**config.mk**
```make
export PLATFORM = sky130hd
export DESIGN_NAME = hls_txn_recorder_flat
export DESIGN_NICKNAME = d
export VERILOG_FILES = /design/src/rtl/hls_txn_recorder_pkg.sv /design/src/rtl/hls_txn_recorder_if.sv /design/src/rtl/hls_txn_recorder_fifo.sv /design/src/rtl/hls_txn_recorder.sv /design/src/flat_wrapper.sv
export SDC_FILE = /design/constraint.sdc
export NUM_CORES = 1
export LEC_CHECK = 0
export ABC_AREA = 1
export CAP_MARGIN = 20
export CORE_MARGIN = 5
export CORE_UTILIZATION = 38
export DETAILED_ROUTE_END_ITERATION = 6
export GPL_TIMING_DRIVEN = 0
export PLACE_DENSITY_LB_ADDON = 0.05
export SLEW_MARGIN = 25
export SYNTH_ARGS = -nofsm -noshare
export SYNTH_HDL_FRONTEND = slang
export SYNTH_SLANG_ARGS = --single-unit
```
**constraint.sdc**
```tcl
create_clock -name clock -period 21.2 [get_ports clock]
set_input_delay 4.24 -clock clock [delete_from_list [all_inputs] [get_ports clock]]
set_output_delay 4.24 -clock clock [all_outputs]
set_load 0.03 [all_outputs]
```
**src/rtl/hls_txn_recorder_pkg.sv**
```systemverilog
// Shared types for the HLS transaction recorder: record layout, FSM states,
// default field width and a saturating increment helper.
package hls_mon_pkg;

    localparam int TS_W_DEF = 32;

    // One completed (or flushed) HLS block-level transaction.
    typedef struct packed {
        logic [TS_W_DEF-1:0] start_ts;
        logic [TS_W_DEF-1:0] latency;
        logic [TS_W_DEF-1:0] ii;
        logic [TS_W_DEF-1:0] stall;
        logic                ready_seen;
        logic                incomplete;
    } txn_rec_t;

    typedef enum logic [1:0] {
        IDLE,
        RUN,
        DONE_WAIT,
        FROZEN
    } rec_state_e;

    // Increment that sticks at all-ones instead of wrapping.
    function automatic logic [TS_W_DEF-1:0] sat_inc(input logic [TS_W_DEF-1:0] v);
        return (&v) ? v : v + 1'b1;
    endfunction

endpackage

```
**src/rtl/hls_txn_recorder_if.sv**
```systemverilog
// Observed ap_* handshake plus the valid/ready record stream toward the dumper.
// slave = recorder side, master = environment side (monitored block + consumer).
interface hls_txn_recorder_if;
    import hls_mon_pkg::*;

    logic     ap_start;
    logic     ap_ready;
    logic     ap_done;
    logic     ap_continue;
    logic     out_valid;
    logic     out_ready;
    txn_rec_t out_rec;

    modport slave (
        input  ap_start, ap_ready, ap_done, ap_continue, out_ready,
        output out_valid, out_rec
    );

    modport master (
        output ap_start, ap_ready, ap_done, ap_continue, out_ready,
        input  out_valid, out_rec
    );

endinterface

```
**src/rtl/hls_txn_recorder_fifo.sv**
```systemverilog
// Synchronous record FIFO, not fall-through. Pointers carry one extra wrap bit
// so full and empty are distinguishable without a separate counter.
// A push while full is accepted only if a pop happens on the same edge.
module mon_rec_fifo #(
    parameter type T     = logic,
    parameter int  DEPTH = 8
) (
    input  logic i_clk,
    input  logic i_rst,
    input  logic i_push,
    input  T     i_wdata,
    input  logic i_pop,
    output T     o_rdata,
    output logic o_full,
    output logic o_empty
);

    localparam int AW = $clog2(DEPTH);

    T           r_mem [DEPTH];
    logic [AW:0] r_wr_ptr;
    logic [AW:0] r_rd_ptr;
    logic        w_wr_en;
    logic        w_rd_en;

    assign o_empty = (r_wr_ptr == r_rd_ptr);
    assign o_full  = (r_wr_ptr[AW] != r_rd_ptr[AW]) &&
                     (r_wr_ptr[AW-1:0] == r_rd_ptr[AW-1:0]);
    assign w_rd_en = i_pop && !o_empty;
    assign w_wr_en = i_push && (!o_full || w_rd_en);

    // Head is forced to zero when empty so the output is defined out of reset.
    assign o_rdata = o_empty ? '0 : r_mem[r_rd_ptr[AW-1:0]];

    // Storage write; no reset needed since the head is masked while empty.
    always_ff @(posedge i_clk) begin
        if (w_wr_en) begin
            r_mem[r_wr_ptr[AW-1:0]] <= i_wdata;
        end
    end

    // Pointer update with synchronous reset.
    always_ff @(posedge i_clk) begin
        if (i_rst) begin
            r_wr_ptr <= '0;
            r_rd_ptr <= '0;
        end else begin
            if (w_wr_en) r_wr_ptr <= r_wr_ptr + 1'b1;
            if (w_rd_en) r_rd_ptr <= r_rd_ptr + 1'b1;
        end
    end

endmodule

```
**src/rtl/hls_txn_recorder.sv**
```systemverilog
// HLS transaction recorder: timestamps each ap_start..ap_done/ap_continue
// transaction against a free-running counter and queues a record per
// transaction for the CSV dumper. CNT_INIT only moves the counter's reset
// value (0 in normal use).
module hls_txn_recorder
    import hls_mon_pkg::*;
#(
    parameter int              TS_W     = TS_W_DEF,
    parameter int              DEPTH    = 8,
    parameter logic [TS_W-1:0] CNT_INIT = '0
) (
    input  logic              clock,
    input  logic              reset,
    input  logic              finish,
    hls_txn_recorder_if.slave bus,
    output logic              busy,
    output logic [TS_W-1:0]   txn_count,
    output logic              overflow
);

    rec_state_e      r_state, w_state_nxt;
    logic [TS_W-1:0] r_cnt;
    logic [TS_W-1:0] r_start_ts, w_start_ts_nxt;
    logic [TS_W-1:0] r_prev_start, w_prev_start_nxt;
    logic [TS_W-1:0] r_ii, w_ii_nxt;
    logic [TS_W-1:0] r_stall, w_stall_nxt;
    logic            r_first_flag, w_first_flag_nxt;
    logic            r_ready_seen, w_ready_seen_nxt;
    logic            w_ready_acc;
    logic            w_push;
    txn_rec_t        w_push_rec;
    logic            w_full;
    logic            w_empty;
    logic            w_pop;

    assign busy          = (r_state != IDLE);
    assign bus.out_valid = !w_empty;
    assign w_pop         = bus.out_ready && !w_empty;
    assign w_ready_acc   = r_ready_seen | bus.ap_ready;

    // Free-running counter and FSM/record-context registers.
    always_ff @(posedge clock) begin
        if (reset) begin
            r_state      <= IDLE;
            r_cnt        <= CNT_INIT;
            r_start_ts   <= '0;
            r_prev_start <= '0;
            r_ii         <= '0;
            r_stall      <= '0;
            r_first_flag <= 1'b1;
            r_ready_seen <= 1'b0;
        end else begin
            r_state      <= w_state_nxt;
            r_cnt        <= r_cnt + 1'b1;
            r_start_ts   <= w_start_ts_nxt;
            r_prev_start <= w_prev_start_nxt;
            r_ii         <= w_ii_nxt;
            r_stall      <= w_stall_nxt;
            r_first_flag <= w_first_flag_nxt;
            r_ready_seen <= w_ready_seen_nxt;
        end
    end

    // Next-state, record assembly and push decision.
    always_comb begin
        w_state_nxt      = r_state;
        w_start_ts_nxt   = r_start_ts;
        w_prev_start_nxt = r_prev_start;
        w_ii_nxt         = r_ii;
        w_stall_nxt      = r_stall;
        w_first_flag_nxt = r_first_flag;
        w_ready_seen_nxt = r_ready_seen;
        w_push           = 1'b0;
        w_push_rec       = '0;

        case (r_state)
            IDLE: begin
                if (finish) begin
                    w_state_nxt = FROZEN;
                end else if (bus.ap_start) begin
                    w_start_ts_nxt   = r_cnt;
                    w_ii_nxt         = r_first_flag ? '0 : r_cnt - r_prev_start;
                    w_prev_start_nxt = r_cnt;
                    w_first_flag_nxt = 1'b0;
                    w_stall_nxt      = '0;
                    w_ready_seen_nxt = bus.ap_ready;
                    if (bus.ap_done && bus.ap_continue) begin
                        w_push                = 1'b1;
                        w_push_rec.start_ts   = r_cnt;
                        w_push_rec.latency    = '0;
                        w_push_rec.ii         = w_ii_nxt;
                        w_push_rec.stall      = '0;
                        w_push_rec.ready_seen = bus.ap_ready;
                    end else begin
                        w_state_nxt = RUN;
                    end
                end
            end

            RUN: begin
                w_ready_seen_nxt = w_ready_acc;
                if (finish || (bus.ap_done && bus.ap_continue)) begin
                    w_push                = 1'b1;
                    w_push_rec.start_ts   = r_start_ts;
                    w_push_rec.latency    = r_cnt - r_start_ts;
                    w_push_rec.ii         = r_ii;
                    w_push_rec.stall      = r_stall;
                    w_push_rec.ready_seen = w_ready_acc;
                    w_push_rec.incomplete = finish;
                    w_state_nxt           = finish ? FROZEN : IDLE;
                end else if (bus.ap_done) begin
                    w_stall_nxt = {{(TS_W-1){1'b0}}, 1'b1};
                    w_state_nxt = DONE_WAIT;
                end
            end

            // ready_seen is frozen at the done cycle; only the stall keeps counting.
            DONE_WAIT: begin
                if (finish || bus.ap_continue) begin
                    w_push                = 1'b1;
                    w_push_rec.start_ts   = r_start_ts;
                    w_push_rec.latency    = r_cnt - r_start_ts;
                    w_push_rec.ii         = r_ii;
                    w_push_rec.stall      = r_stall;
                    w_push_rec.ready_seen = r_ready_seen;
                    w_push_rec.incomplete = finish;
                    w_state_nxt           = finish ? FROZEN : IDLE;
                end else begin
                    w_stall_nxt = sat_inc(r_stall);
                end
            end

            FROZEN: begin
                w_state_nxt = FROZEN;
            end

            default: begin
                w_state_nxt = IDLE;
            end
        endcase
    end

    // Every push attempt counts; a push that finds the FIFO full with no pop is dropped.
    always_ff @(posedge clock) begin
        if (reset) begin
            txn_count <= '0;
            overflow  <= 1'b0;
        end else if (w_push) begin
            txn_count <= txn_count + 1'b1;
            if (w_full && !w_pop) begin
                overflow <= 1'b1;
            end
        end
    end

    mon_rec_fifo #(
        .T     (txn_rec_t),
        .DEPTH (DEPTH)
    ) u_fifo (
        .i_clk   (clock),
        .i_rst   (reset),
        .i_push  (w_push),
        .i_wdata (w_push_rec),
        .i_pop   (bus.out_ready),
        .o_rdata (bus.out_rec),
        .o_full  (w_full),
        .o_empty (w_empty)
    );

endmodule

```
**src/flat_wrapper.sv**
```systemverilog
// flat-port wrapper written by rule: the top's interface ports become plain ports
module hls_txn_recorder_flat import hls_mon_pkg::*;
#(
    parameter int              TS_W     = TS_W_DEF,
    parameter int              DEPTH    = 8,
    parameter logic [TS_W-1:0] CNT_INIT = '0
)
  (clock, reset, finish, busy, txn_count, overflow, bus_ap_start, bus_ap_ready, bus_ap_done, bus_ap_continue, bus_out_ready, bus_out_valid, bus_out_rec);
  hls_txn_recorder_if bus_i ();
  input  logic clock;
  input  logic reset;
  input  logic finish;
  output logic busy;
  output logic [TS_W-1:0] txn_count;
  output logic overflow;
  input wire logic [$bits(bus_i.ap_start)-1:0] bus_ap_start;
  input wire logic [$bits(bus_i.ap_ready)-1:0] bus_ap_ready;
  input wire logic [$bits(bus_i.ap_done)-1:0] bus_ap_done;
  input wire logic [$bits(bus_i.ap_continue)-1:0] bus_ap_continue;
  input wire logic [$bits(bus_i.out_ready)-1:0] bus_out_ready;
  output wire logic [$bits(bus_i.out_valid)-1:0] bus_out_valid;
  output wire logic [$bits(bus_i.out_rec)-1:0] bus_out_rec;
  assign bus_i.ap_start = bus_ap_start;
  assign bus_i.ap_ready = bus_ap_ready;
  assign bus_i.ap_done = bus_ap_done;
  assign bus_i.ap_continue = bus_ap_continue;
  assign bus_i.out_ready = bus_out_ready;
  assign bus_out_valid = bus_i.out_valid;
  assign bus_out_rec = bus_i.out_rec;
  hls_txn_recorder #(.TS_W(TS_W), .DEPTH(DEPTH), .CNT_INIT(CNT_INIT)) u_core (.clock(clock), .reset(reset), .finish(finish), .bus(bus_i), .busy(busy), .txn_count(txn_count), .overflow(overflow));
endmodule
```
* Word-level counts from Yosys, hierarchy flattened
Memories as Yosys holds them, arrays and structs flattened. A register that Yosys moved wholly into a read port is not among the register bits.
Index checks and enable logic that the tools add are counted.
** Word-level totals
- Bits in registers :: 173
- Memories :: 1
- RAM bits :: 1040
- Logic and storage cells :: 94
- Output and inout bits :: 165
** Operators by class
- Multiplexer cells :: 37
- Add/sub/neg operators :: 6
- Reduce and logical (&&, ||, !) cells :: 21
- Bitwise gates (word level) :: 2
- Eq/ne operators :: 16
** Memories
- u_core.u_fifo.r_mem :: depth 8, bits a word 130, read ports 1, clocked after Yosys merged registers in 1, write ports 1, line hls_txn_recorder_fifo.sv:20 : T r_mem [DEPTH];
** Operators by type and width (count)
- 130-bit 2-to-1 mux :: 3
- 129-bit 2-to-1 mux :: 3
- 129-bit case mux with 3 select lines :: 1
- 32-bit 2-to-1 mux :: 7
- 32-bit by 1-bit adder with 32-bit output, second input constant :: 3
- 32-bit case mux with 3 select lines :: 1
- 32-bit AND reduction :: 1
- 32-bit subtractor :: 1
- 2-bit 2-to-1 mux :: 7
- 2-bit inequality test, second input constant :: 6
- 1-bit 2-to-1 mux :: 9
- 4-bit by 1-bit adder with 4-bit output, second input constant :: 2
- 2-bit case mux with 4 select lines :: 1
- 7-bit AND reduction :: 1
- 3-bit 2-to-1 mux :: 2
- 3-bit inequality test, second input constant :: 2
- 3-bit AND reduction :: 2
- 1-bit logical AND :: 5
- 2-bit == test, second input constant :: 2
- 4-bit == test :: 1
- 1-bit case mux with 2 select lines :: 2
- 4-bit AND reduction :: 1
- 2-bit nonzero test :: 2
- 3-bit == test :: 1
- other kinds (12) :: 16

* Logic depth before layout (Yosys ltp)
- Depth after elaboration :: 8
- Depth in mapped cells :: 15
- Gate-level depth less buffers :: 15

* Hierarchy
From an unflattened synthesis, not the netlist that was laid out.
** Second synthesis, totals
- Cell total of the unflattened synthesis :: 5012
- Area, all modules :: 52934.5 um^2
** By module, submodules not included
- mon_rec_fifo :: area an instance 41159.5 um^2, cells an instance 3021, instances 1
- hls_txn_recorder :: area an instance 11775.0 um^2, cells an instance 1991, instances 1

* Least setup slack after synthesis
No wires, ideal clock.
- Path kind :: input port to flip-flop
- Start :: input finish
- End :: memory u_core.u_fifo.r_mem[6][0] (netlist bit) (enable)
- Arrival :: 17.251 ns
- Path slack :: 3.011 ns
- Stages :: 8
- Required time :: 20.263 ns
- Path through :: inv_2 nand3_1 nor2_1 nand2_1 nand2_2 nand2_1 buf_2 nor4_1
** On the way
- Cells in the longest elaborated chain, start to end :: 6
- Elaborated cells between the ends (all ways) :: 9
- Classes of those cells :: mux: 6; reduce/logical: 3
** Ends and longest elaborated chain
- start, declared :: line flat_wrapper.sv:12 : input logic finish;
- 1-bit logical OR (on tied branches) :: line hls_txn_recorder.sv:119, hls_txn_recorder.sv:102
- 1-bit 2-to-1 mux (on tied branches) :: line hls_txn_recorder.sv:119, hls_txn_recorder.sv:102
- 1-bit case mux with 3 select lines * :: line hls_txn_recorder.sv:76 : case (r_state)
- 1-bit logical AND * :: line hls_txn_recorder_fifo.sv:30 : assign w_wr_en = i_push && (!o_full || w_rd_en);
- 1-bit 2-to-1 mux * :: line hls_txn_recorder_fifo.sv:37 : if (w_wr_en) begin
- 1-bit 2-to-1 mux (not written as such) * :: line hls_txn_recorder_fifo.sv:38 : r_mem[r_wr_ptr[AW-1:0]] <= i_wdata;
- end, declared :: line hls_txn_recorder_fifo.sv:20
Mark *: on every way between the ends. The rest lies on a longest branch, timed or not.

==> qor.yml <==
run_status:
  status: "complete, no violations"
placement:
  hpwl_mm: 123
  numPortBuffers: 172
  placedCellCount: 7077
  dp_slack_ns: 12.03
  routabilityCongestion: 0.921
  placed_area_um2: 57500
sta:
  finalHoldViolCount: 0
  setup_viol: 0
  skew_ns: 0.0341
  hold_slack_ns: 0.465
  min_period_ns: 9.85
  slew_headroom: 0.208
  finalCritPeriodShare: 0.464
  slew_viol_final: 0
  final.setup.tns_ns: 0
  rsz0062_at_grt: "false"
  tightest_slew_ns: 1.19
  maxClockFrequency_mhz: 102
  worst_slack_ns: 11.35
critical_path:
  arrival_ns: 5.61
  worstPathMaxFanout: 10
  path_depth: 10
  crit_slowest_cell: "clkdlybuf4s50_1"
  cp-start-kind: "flop"
  crit_buf_inv: 6
  rr_worst_depth: 18
  crit_required_ns: 16.96
  cp_top_family: "buffers and inverters"
  critPathKind: "reg -> out"
  r2r-start: "u_core.r_state[0]$_SDFFE_PP0P_"
  crit_chain: "buf_2, buf_4, buf_2, buf_2, buf_2, nor2_1, nor2_1, o21ai_0, a31oi_1, clkdlybuf4s50_1"
  cp_common_cell: "buf_2"
  slowest_delay_ns: 0.85
  cp-end-kind: "output port"
die:
  core_um2: 135000
  rows: 135
  die_y_um: 379
  die_x_um: 379
  dieArea_um2: 144000
  start_util: 0.382
  pin_count: 173
global_routing:
  globalRoute.totalOverflow: 0
  grt_usage: 0.236
  grt_start_max_net_pins: 20
  antenna_found_initial: 10
  grt_pass1_wl_mm: 248
  grt_pass1_vias: 36787
run:
  cap_violations: 0
yosys:
  yosysSeqAreaShare: 0.672
  avgSynthCellArea_um2: 10.5
  synth.top_cells.by_area: "edfxtp_1 60%, o21ai_0 7.6%, nor2_1 7.4%"
  synth_largest_area_cell: "edfxtp_1"
  synth_edf_count: 1040
  yosys.area.top_type_share: 0.604
  synth.distinct_cells: 46
  syn-num-nets: 4973
  synth_warnings: 0
  synthArstFlopShare: 0
  syn_area_um2: 51700
  ys_seq_elements: 1216
  synth_top_flop_cell: "edfxtp_1"
  synthCells: 4922
detailed_routing:
  drtIter0Drc: 3464
  wl_met1_mm: 78.7
  wl_per_cell_um: 23.4
  route.met2.wl_mm: 78.1
  dr.max_layer_used: "met5"
  ant_nets: 0
  vias: 38318
  drc: 0
  drt_wl_total_mm: 171
  drt_first_pass_iters: 6
  met3_length_mm: 9.46
  vias_per_cell: 5.23
finish:
  final_common_cell: "edfxtp_1"
  fin_cells: 7332
  mostFrequentLayoutCells: "1040 x edfxtp_1, 1015 x nor2_1, 764 x o21ai_0"
  final_util: 0.456
  postLayoutCellArea_um2: 61800
  syn2layout_area_growth_pct: 19.5
  drive_gt1_frac: 0.0940
  layout.nets: 5487
clocking:
  numCtsBuffers: 137
  cts_buffer_depth: 3
  clkLatencyLatePin_ns: 0.78
  post-cts-setup-buffers: 0
  cts_tree: "yes"
  cts_sinks: 1216
  cts_resized: 0
  clk_pin_slew_worst_paths_ns: 0.06
  hold_buffers: 0
  clockRootBuffer: "clkbuf_16"
  htreeDepth: 4
power_and_ir_drop:
  power_mw: 9.36
  p_per_area_nw_per_um2: 151
  p_leak_nw: 22.0
  peakVddDrop_mv: 0.104
min_path:
  whs_path_depth: 2
  hold_path.class: "reg -> reg"
  hold_start: "u_core.r_ii[5]$_SDFFE_PP0P_"
==> final timing paths <==
kind	to	slack, ns
worst max-delay path	bus_out_rec[65]	11.35
worst min-delay path	u_core.r_ii[5]$_SDFFE_PP0P_	0.46
worst max register to register	u_core.u_fifo.r_mem[6][83]$_DFFE_PP_	16.03
worst min register to register	u_core.r_ii[5]$_SDFFE_PP0P_	0.46
==> power breakdown <==
| part | switching [mW] | leakage [nW] | internal [mW] |
|---|---|---|---|
| sequential | 0.0617 | 11.3 | 2.96 |
| clock | 0.957 | 2.10 | 1.34 |
| combinational | 2.87 | 8.58 | 1.18 |
==> state kept, by name (all words and copies together) (netlist names), named ones only <==
register,count
u_core.u_fifo.r_mem,1040
u_core.r_cnt,32
u_core.r_ii,32
u_core.r_prev_start,32
u_core.r_stall,32
u_core.txn_count,32
u_core.u_fifo.r_rd_ptr,4
u_core.u_fifo.r_wr_ptr,4
u_core.r_state,2
u_core.overflow,1
u_core.r_first_flag,1
u_core.r_ready_seen,1
==> worst min-delay path, cell delays in order, from the launching register on <==
cell and delay [ns]:
dfxtp_1 0.31, nand2_1 0.06, a21oi_1 0.05
==> logic make-up after synthesis <==
kind of cell | after synthesis | share of synthesized area
AOI/OAI and AO/OA | 1240 | 0.128
and+or+nand+nor | 1802 | 0.140
buffers and inverters | 589 | 0.0447
adders and majority gates | 43 | 0.0105
DFF | 1216 | 0.672
xor gates and xnor gates | 32 | 0.00542
==> cell type report <==
type | count | area [µm²]
Clock buffer | 185 | 3860
Multi-Input combinational cell | 3117 | 14700
Clock inverter | 63 | 454
Sequential cell | 1216 | 34800
Antenna cell | 6 | 15.0
Tap cell | 1781 | 2230
Buffer | 272 | 1140
Inverter | 317 | 1190
Fill cell | 12712 | 73600
Timing Repair Buffer | 375 | 3440
==> cell usage after synthesis, drive strengths merged (3+ instances only) <==
library cell and instances:
a21oi 152, a31oi 133, and2 3, buf 72, clkbuf 200, clkinv 3
dfxtp 176, edfxtp 1040, ha 42, inv 314, nand2 557, nand3 95
nand3b 8, nand4 20, nor2 1034, nor3 62, nor3b 7, nor4 9
o21ai 787, o22ai 162, or2 6, xnor2 10, xor2 22
==> per-layer routing <==
layer	vias up	global-route usage
li1	18335	-
met1	18602	0.336
met2	1142	0.371
met3	235	0.0372
met4	4	0.0752
met5	-	0
Power figures use the tool's default switching activity.
